`src/rtl/display_mux_6dig.sv`:
```
// display_mux_6dig
//   Time-multiplexed scan driver for a six-digit 7-segment clock display.
//   Each digit owns a DIV-cycle slot: the first BLANK cycles are dark
//   (anti-ghosting), then the digit is lit for the remaining DIV-BLANK cycles.
//   The digit's pattern is captured once per slot, so mid-slot input changes
//   never tear the displayed glyph.
//
// Ports
//   clock      in   system clock
//   reset      in   synchronous, active-high reset
//   s_lsd..h_msd in 7 each, segment patterns (gfedcba) from the digit decoders
//   seg        out  7  shared segment bus, registered
//   an         out  6  digit enables, active-low, at most one low at a time
//                      an[0]=s_lsd .. an[5]=h_msd
//   frame_tick out  1  one-cycle pulse when the scan wraps from digit 5 to 0
//
// Build option
//   DISPLAY_MUX_LZ_BLANK_EN : when defined, a leading zero on h_msd is shown
//   dark (an[5] still asserts for its normal window, so timing is unchanged).

module display_mux_6dig #(
  parameter int          DIV          = 50000,
  parameter int          BLANK        = 2500,
  parameter logic [6:0]  SEG_OFF      = 7'b1111111,
  parameter logic [6:0]  ZERO_PATTERN = 7'b1000000
) (
  input  logic       clock,
  input  logic       reset,
  input  logic [6:0] s_lsd,
  input  logic [6:0] s_msd,
  input  logic [6:0] m_lsd,
  input  logic [6:0] m_msd,
  input  logic [6:0] h_lsd,
  input  logic [6:0] h_msd,
  output logic [6:0] seg,
  output logic [5:0] an,
  output logic       frame_tick
);

  localparam int CW = (DIV > 2) ? $clog2(DIV) : 1;

  localparam logic [CW-1:0] CNT_LAST = CW'(DIV - 1);
  localparam logic [CW-1:0] CNT_LITE = CW'(BLANK - 1);
  localparam logic [2:0]    IDX_LAST = 3'd5;

  logic [CW-1:0] cnt_q, cnt_d;
  logic [2:0]    idx_q, idx_d;
  logic [6:0]    seg_q, seg_d;
  logic [5:0]    an_q,  an_d;
  logic          ft_q,  ft_d;
  logic [6:0]    sel_pat;
  logic          slot_end;

  assign slot_end = (cnt_q == CNT_LAST);

  // Pattern for the digit currently being scanned.
  always_comb begin
    sel_pat = SEG_OFF;
    case (idx_q)
      3'd0: sel_pat = s_lsd;
      3'd1: sel_pat = s_msd;
      3'd2: sel_pat = m_lsd;
      3'd3: sel_pat = m_msd;
      3'd4: sel_pat = h_lsd;
      3'd5: begin
`ifdef DISPLAY_MUX_LZ_BLANK_EN
        sel_pat = (h_msd == ZERO_PATTERN) ? SEG_OFF : h_msd;
`else
        sel_pat = h_msd;
`endif
      end
      default: sel_pat = SEG_OFF;
    endcase
  end

  always_comb begin
    cnt_d = slot_end ? '0 : cnt_q + 1'b1;
    idx_d = idx_q;
    if (slot_end) idx_d = (idx_q == IDX_LAST) ? 3'd0 : idx_q + 3'd1;

    // BLANK < DIV, so the light and dark edges never coincide.
    seg_d = seg_q;
    an_d  = an_q;
    if (cnt_q == CNT_LITE) begin
      seg_d = sel_pat;
      an_d  = ~(6'b000001 << idx_q);
    end else if (slot_end) begin
      seg_d = SEG_OFF;
      an_d  = 6'b111111;
    end

    ft_d = slot_end && (idx_q == IDX_LAST);
  end

  always_ff @(posedge clock) begin
    if (reset) begin
      cnt_q <= '0;
      idx_q <= 3'd0;
      seg_q <= SEG_OFF;
      an_q  <= 6'b111111;
      ft_q  <= 1'b0;
    end else begin
      cnt_q <= cnt_d;
      idx_q <= idx_d;
      seg_q <= seg_d;
      an_q  <= an_d;
      ft_q  <= ft_d;
    end
  end

  assign seg        = seg_q;
  assign an         = an_q;
  assign frame_tick = ft_q;

endmodule

```
`config.mk`:
```
export PLATFORM = sky130hd
export DESIGN_NAME = display_mux_6dig
export DESIGN_NICKNAME = d
export VERILOG_FILES = /design/src/rtl/display_mux_6dig.sv
export SDC_FILE = /design/constraint.sdc
export NUM_CORES = 1
export LEC_CHECK = 0
export ABC_AREA = 1
export BUFFER_PORTS_ARGS = -buffer_cell sky130_fd_sc_hd__buf_4
export CAP_MARGIN = 20
export CORE_MARGIN = 2
export CORE_UTILIZATION = 41
export CTS_CLUSTER_DIAMETER = 150
export CTS_CLUSTER_SIZE = 8
export DETAILED_ROUTE_END_ITERATION = 12
export SETUP_SLACK_MARGIN = 0.05
export SLEW_MARGIN = 20
export SYNTH_ARGS = -nofsm -noshare
export SYNTH_HDL_FRONTEND = slang
export SYNTH_SLANG_ARGS = --single-unit
```
`constraint.sdc`:
```
create_clock -name clock -period 2.8 [get_ports clock]
set_input_delay 0.56 -clock clock [delete_from_list [all_inputs] [get_ports clock]]
set_output_delay 0.56 -clock clock [all_outputs]
set_load 0.05 [all_outputs]
```
==> results of run 1 <==
cell usage after synthesis:
library cell | instances | area [sq um]
buf_1 | 1 | 3.75
nor2_2 | 3 | 18.8
xnor2_1 | 1 | 8.76
nand2_1 | 113 | 424
a31oi_1 | 2 | 12.5
inv_1 | 40 | 150
a21boi_1 | 1 | 7.51
nand4_1 | 15 | 93.8
nand2_2 | 1 | 6.26
mux2i_1 | 1 | 10.0
nor3_4 | 1 | 16.3
xor2_1 | 4 | 35.0
buf_6 | 5 | 56.3
o21ai_0 | 4 | 20.0
clkinv_1 | 2 | 7.51
nand3_2 | 13 | 130
dfxtp_1 | 33 | 661
nor3_1 | 2 | 10.0
nor3_2 | 2 | 20.0
a21oi_2 | 1 | 8.76
nand3_4 | 1 | 17.5
nand2_4 | 2 | 22.5
inv_2 | 5 | 18.8
nor2_1 | 44 | 165
nor2_4 | 4 | 45.0
buf_4 | 1 | 7.51
ha_1 | 2 | 25.0
nand3_1 | 28 | 140
o21ai_1 | 4 | 20.0
clkbuf_1 | 1 | 3.75
a21oi_1 | 9 | 45.0
buf_2 | 2 | 10.0
worst register-to-register path, cell delays in order, from the launching register on:
cell and delay (ns):
dfxtp_1 0.68, inv_2 0.24, ha_1 0.36, nand2_1 0.09
nand2_1 0.05, inv_1 0.06, nand2_1 0.05, nor2_1 0.11
nand2_1 0.06, nand2_1 0.05, nand2_1 0.05
power breakdown:
part | internal, W | total [W] | switching [W] | leakage [nW]
combinational | 0.0000463 | 0.0000772 | 0.0000309 | 1.03
sequential | 0.000473 | 0.000476 | 0.00000384 | 0.267
clock | 0.000290 | 0.000472 | 0.000182 | 0.0585
total | 0.000809 | 0.00103 | 0.000217 | 1.35
worst max path at each step:
stage                   from  endpoint  slack [ns]  depth (start not counted)
floorplan           idx_q[0]    seg[1]        1.23                         12
global placement    idx_q[2]    seg[2]        0.99                         10
detailed placement  idx_q[2]    seg[3]        0.92                          8
CTS                 idx_q[2]    seg[5]        0.90                         10
global route        idx_q[2]    seg[5]        0.67                         10
finish              idx_q[2]    seg[5]        0.89                         10
through the flow:
step | utilization [%] | hold WS [ns]
after floorplan | - | 0.430
after global placement | 51.5 | 0.448
after detailed placement | 51.5 | 0.461
after CTS | 53.7 | 0.477
after global routing | 53.7 | 0.493
final | 53.7 | 0.469
kinds of logic (layout without fill, tap and decap cells):
logic type / after synthesis / after routing / share of synthesized area [%]
buffers and inverters: 57 / 113 / 11.6
flip-flops: 33 / 33 / 29.7
AND/OR/NAND/NOR: 229 / 229 / 50.0
XOR/XNOR: 5 / 5 / 1.97
AO/OA/AOI/OAI: 21 / 21 / 5.13
multiplexers: 1 / 1 / 0.451
adder cells (fa/ha/maj): 2 / 2 / 1.13
registers in the layout, indices dropped and copies added, names as in the netlist:
signal,cells
idx_q,3
frame_tick,1
an,6
seg,7
cnt_q,16
final cells by class:
type	instances	area share (%)
clock buffers	7	3.11
well taps	70	3.15
multi-input cells	258	46.9
inverters	47	6.35
flip-flops and latches	33	23.8
clock inverters	1	1.08
repair buffers	58	15.7
metal layers:
layer	global-route usage, %	up-vias	share of wire [%]
met5	0	-	0
met4	6.25	0	1.3
met3	5.35	6	6.5
met2	34.4	71	46
met1	25.0	1012	46
li1	-	1208	-
==> impl_metrics.json, run 1 <==
{
  "outcome": "complete, no violations",
  "layout_commonest_cell": "nand2_1",
  "wirelength_um": 5910,
  "path_class": "register to register",
  "grt_pass1_wl_um": 9800,
  "fp-row-count": 26,
  "grt_max_degree": 19,
  "path_clk_slew_ns": 0.07,
  "cts_resized": 0,
  "p_per_area_mw_per_mm2": 369,
  "dpl_cell_area_sq_mm": 0.00266,
  "fmax_mhz": 524,
  "period_share_pct": 68.1,
  "place_ws_ns": 0.925,
  "drtIter0Drc": 98,
  "setup_ws_ns": 0.893,
  "ios": 58,
  "post-cts-setup-buffers": 0,
  "total_power_w": 0.00103,
  "final_cell_mix": "113 x nand2_1, 58 x buf_4, 44 x nor2_1, 40 x inv_1, 33 x dfxtp_1",
  "leakage_nw": 1.35,
  "end_kind": "register",
  "core-area_sq_mm": 0.00517,
  "ant_nets": 0,
  "seqCellArea_sq_um": 661,
  "area_growth_syn_to_layout_pct": 25.1,
  "clock_path_buffers": 2,
  "max_slew.worst_pin.slew_ns": 0.611,
  "worstHoldPathCells": 1,
  "wl_per_cell_um": 12.5,
  "drv_slew": 0,
  "n_antenna_cell": 0,
  "syn_area_sq_mm": 0.00222,
  "cts.sinks": 33,
  "clock_latency_ns": 0.28,
  "multi_input_area_sq_mm": 0.00130,
  "slowest_stage": "dfxtp_1",
  "instances_no_fill": 474,
  "final_area_sq_mm": 0.00278,
  "cp.required_ns": 2.97,
  "r2r_slack_ns": 0.89,
  "drc": 0,
  "dp.cells": 466,
  "rsz0062_at_grt": "false",
  "finalSetupTns_ns": 0,
  "rr_endpoint": "seg[5]",
  "setup_violations": 0,
  "slowest_delay_ns": 0.68,
  "skew_ns": 0.00306,
  "syn-num-nets": 394,
  "hold_buffers": 0,
  "crit_family": "flip-flops",
  "peakVddDrop_mv": 0.301,
  "relSlewSlack_pct": 59.2,
  "min_period_ns": 1.91,
  "drv_cap": 0,
  "cts_root_buf": "clkbuf_8",
  "cp_max_fo": 15,
  "cts-buffers-inserted": 5,
  "crit_buf_inv": 2,
  "syn_area_per_cell_sq_um": 6.38,
  "die_h_um": 77.6,
  "die_x_um": 77.6,
  "htreeDepth": 2,
  "holdPathEnd": "cnt_q[0]",
  "dieArea_sq_mm": 0.00602,
  "track_usage_pct": 20.3,
  "tritoncts": "built",
  "final_layout_size_suffix_gt1_share_pct": 24.3,
  "initial_core_util_pct": 42.9,
  "path_cells": "inv_2, ha_1, nand2_1, nand2_1, inv_1, nand2_1, nor2_1, nand2_1, nand2_1, nand2_1",
  "cpMostUsedCell": "nand2_1",
  "vias": 2297,
  "ys_ff_latch": 33,
  "drt_pass1_iterations": 5,
  "ys_types": 32,
  "hold_viol": 0,
  "antenna_found_initial": 0,
  "worstHoldStart": "cnt_q[0]",
  "rr_startpoint": "idx_q[2]",
  "port_buffers": 57,
  "start_kind": "register",
  "dp_hpwl_um": 4470,
  "synth-warning-count": 0,
  "viasPerCell": 4.85,
  "grt-ovfl-total": 0,
  "hp-class": "register to register",
  "n_fill_cell": 530,
  "finalNetCount": 449,
  "grt_pass1_vias": 2126,
  "synth-seq-area-share_pct": 29.7,
  "rr_worst_depth": 10,
  "postSynthCellCount": 348,
  "gp_congestion": 0.883,
  "worstPathArrival_ns": 2.07
}
Note: power is estimated with default switching activity, not from simulation.
==> run 2: changes to the inputs <==
Settings changed: PLACE_DENSITY from default to 0.67.
Clock period 2.8 ns to 1.6 ns, I/O delays scaled along.
==> impl_metrics.json, run 2 (synthesis results as in run 1) <==
{
  "multi_input_area_sq_mm": 0.00132,
  "seqCellArea_sq_um": 663,
  "layout_commonest_cell": "nand2_1",
  "rr_endpoint": "seg[3]",
  "grt_pass1_vias": 2068,
  "htreeDepth": 2,
  "total_power_w": 0.00161,
  "seq_power_share_pct": 51.9,
  "n_fill_cell": 547,
  "final_cell_mix": "112 x nand2_1, 65 x buf_4, 44 x nor2_1, 40 x inv_1, 31 x dfxtp_1",
  "cp_max_fo": 8,
  "grt_pass1_wl_um": 9340,
  "vias": 2259,
  "start_kind": "register",
  "track_usage_pct": 19.4,
  "port_buffers": 57,
  "period_share_pct": 85.9,
  "antenna_found_initial": 0,
  "cts.sinks": 33,
  "power_frac_comb_pct": 8.3,
  "initial_core_util_pct": 42.9,
  "viasPerCell": 4.71,
  "n_antenna_cell": 0,
  "min_period_ns": 1.38,
  "finalNetCount": 456,
  "tritoncts": "built",
  "peakVddDrop_mv": 0.466,
  "final_layout_size_suffix_gt1_share_pct": 26.3,
  "wirelength_um": 5700,
  "clock_path_buffers": 2,
  "worstHoldStart": "reset",
  "path_clk_slew_ns": 0.07,
  "hp-class": "input port to register",
  "power.internal_w": 0.00125,
  "holdPathEnd": "cnt_q[10]",
  "leakage_nw": 1.37,
  "rr_startpoint": "idx_q[1]",
  "drtIter0Drc": 91,
  "fmax_mhz": 727,
  "largest_reg_flops": 16,
  "switchingPower_w": 0.000358,
  "end_kind": "register",
  "rr_worst_depth": 9,
  "power.share.clock_pct": 39.7,
  "r2r_slack_ns": 0.22,
  "dp_hpwl_um": 4460,
  "drt_pass1_iterations": 4,
  "cp-startpoint": "idx_q[1]",
  "max_slew.worst_pin.slew_ns": 0.360,
  "fp-row-count": 26,
  "worstPathArrival_ns": 1.57,
  "hold_buffers": 0,
  "die_x_um": 77.6,
  "p_per_area_mw_per_mm2": 572,
  "ios": 58,
  "netSwitchingFraction_pct": 22.2,
  "core-area_sq_mm": 0.00517,
  "dieArea_sq_mm": 0.00602,
  "path_class": "register to register",
  "grt-ovfl-total": 0,
  "ant_nets": 0,
  "fin_hold_ws_ns": 0.312,
  "drc": 0,
  "rsz0062_at_grt": "false",
  "die_h_um": 77.6,
  "setup_violations": 0,
  "skew_ns": 0.00778,
  "place_ws_ns": 0.111,
  "grt_max_degree": 19,
  "drv_cap": 0,
  "drv_slew": 0,
  "cts-buffers-inserted": 5,
  "worstHoldPathCells": 4,
  "clock_latency_ns": 0.29,
  "wl_per_cell_um": 11.9,
  "cp.required_ns": 1.79,
  "relSlewSlack_pct": 75.9,
  "finalSetupTns_ns": 0,
  "area_growth_syn_to_layout_pct": 26.9,
  "cts_root_buf": "clkbuf_8",
  "hold_viol": 0,
  "outcome": "complete, no violations",
  "gp_congestion": 0.884,
  "largest-register": "cnt_q",
  "setup_ws_ns": 0.225
}
[run 2: final cells by class]
type                            count  share of cell area (%)
Clock buffer                        7                    3.06
Inverter                           47                    6.26
Multi-Input combinational cell    258                    46.7
Sequential cell                    33                    23.5
Tap cell                           70                    3.11
Timing Repair Buffer               65                    17.3
[run 2: worst max-delay path by stage]
stage | cells past startpoint | slack (ns) | endpoint
floorplan | 12 | 0.06 | seg[1]
global placement | 10 | 0.17 | seg[0]
detailed placement | 10 | 0.11 | seg[2]
CTS | 10 | 0.11 | seg[2]
global route | 10 | 0.05 | seg[2]
finish | 9 | 0.22 | seg[3]
[run 2: what timing repair did]
action / in CTS / in global routing
buffers inserted: 0 / 0
hold endpoints to repair: 0 / 0
resized for setup: 0 / 5
endpoints found under the setup margin: 0 / 13
[run 2: power by group through the flow]
stage	registers (W)	logic [W]	clock network, W
floorplan	0.000852	0.0000422	0
global placement	0.000853	0.000133	0
detailed placement	0.000853	0.000133	0
CTS	0.000834	0.000133	0.000664
global route	0.000838	0.000149	0.000682
finish	0.000838	0.000134	0.000641
[run 2: metrics by stage]
| step | cells | util (%) | area [sq um] |
|---|---|---|---|
| final | 480 | 54.5 | 2820 |
| after global placement | 473 | 52.5 | 2720 |
| after CTS | 480 | 54.2 | 2800 |
| after global routing | 480 | 54.5 | 2820 |
| after floorplan | 348 | - | 2220 |
| after detailed placement | 473 | 52.5 | 2720 |
[run 2: layer usage]
metal  vias up  global-route usage [%]  wire length [um]
met5         -                       0                 0
met4         0                    7.32                82
met2        49                    32.2              2680
met1       976                    24.5              2680
li1       1225                       -                 -
met3         9                    4.19               256
[run 2: critical path, cell delays in order (launching register included)]
cell and delay (ns):
dfxtp_1 0.33, nand2_1 0.07, inv_1 0.04, ha_1 0.28, nand2_1 0.10, nand2_1 0.05, a31oi_1 0.21, nand3_1 0.10
nand2_1 0.07, nand2_1 0.04
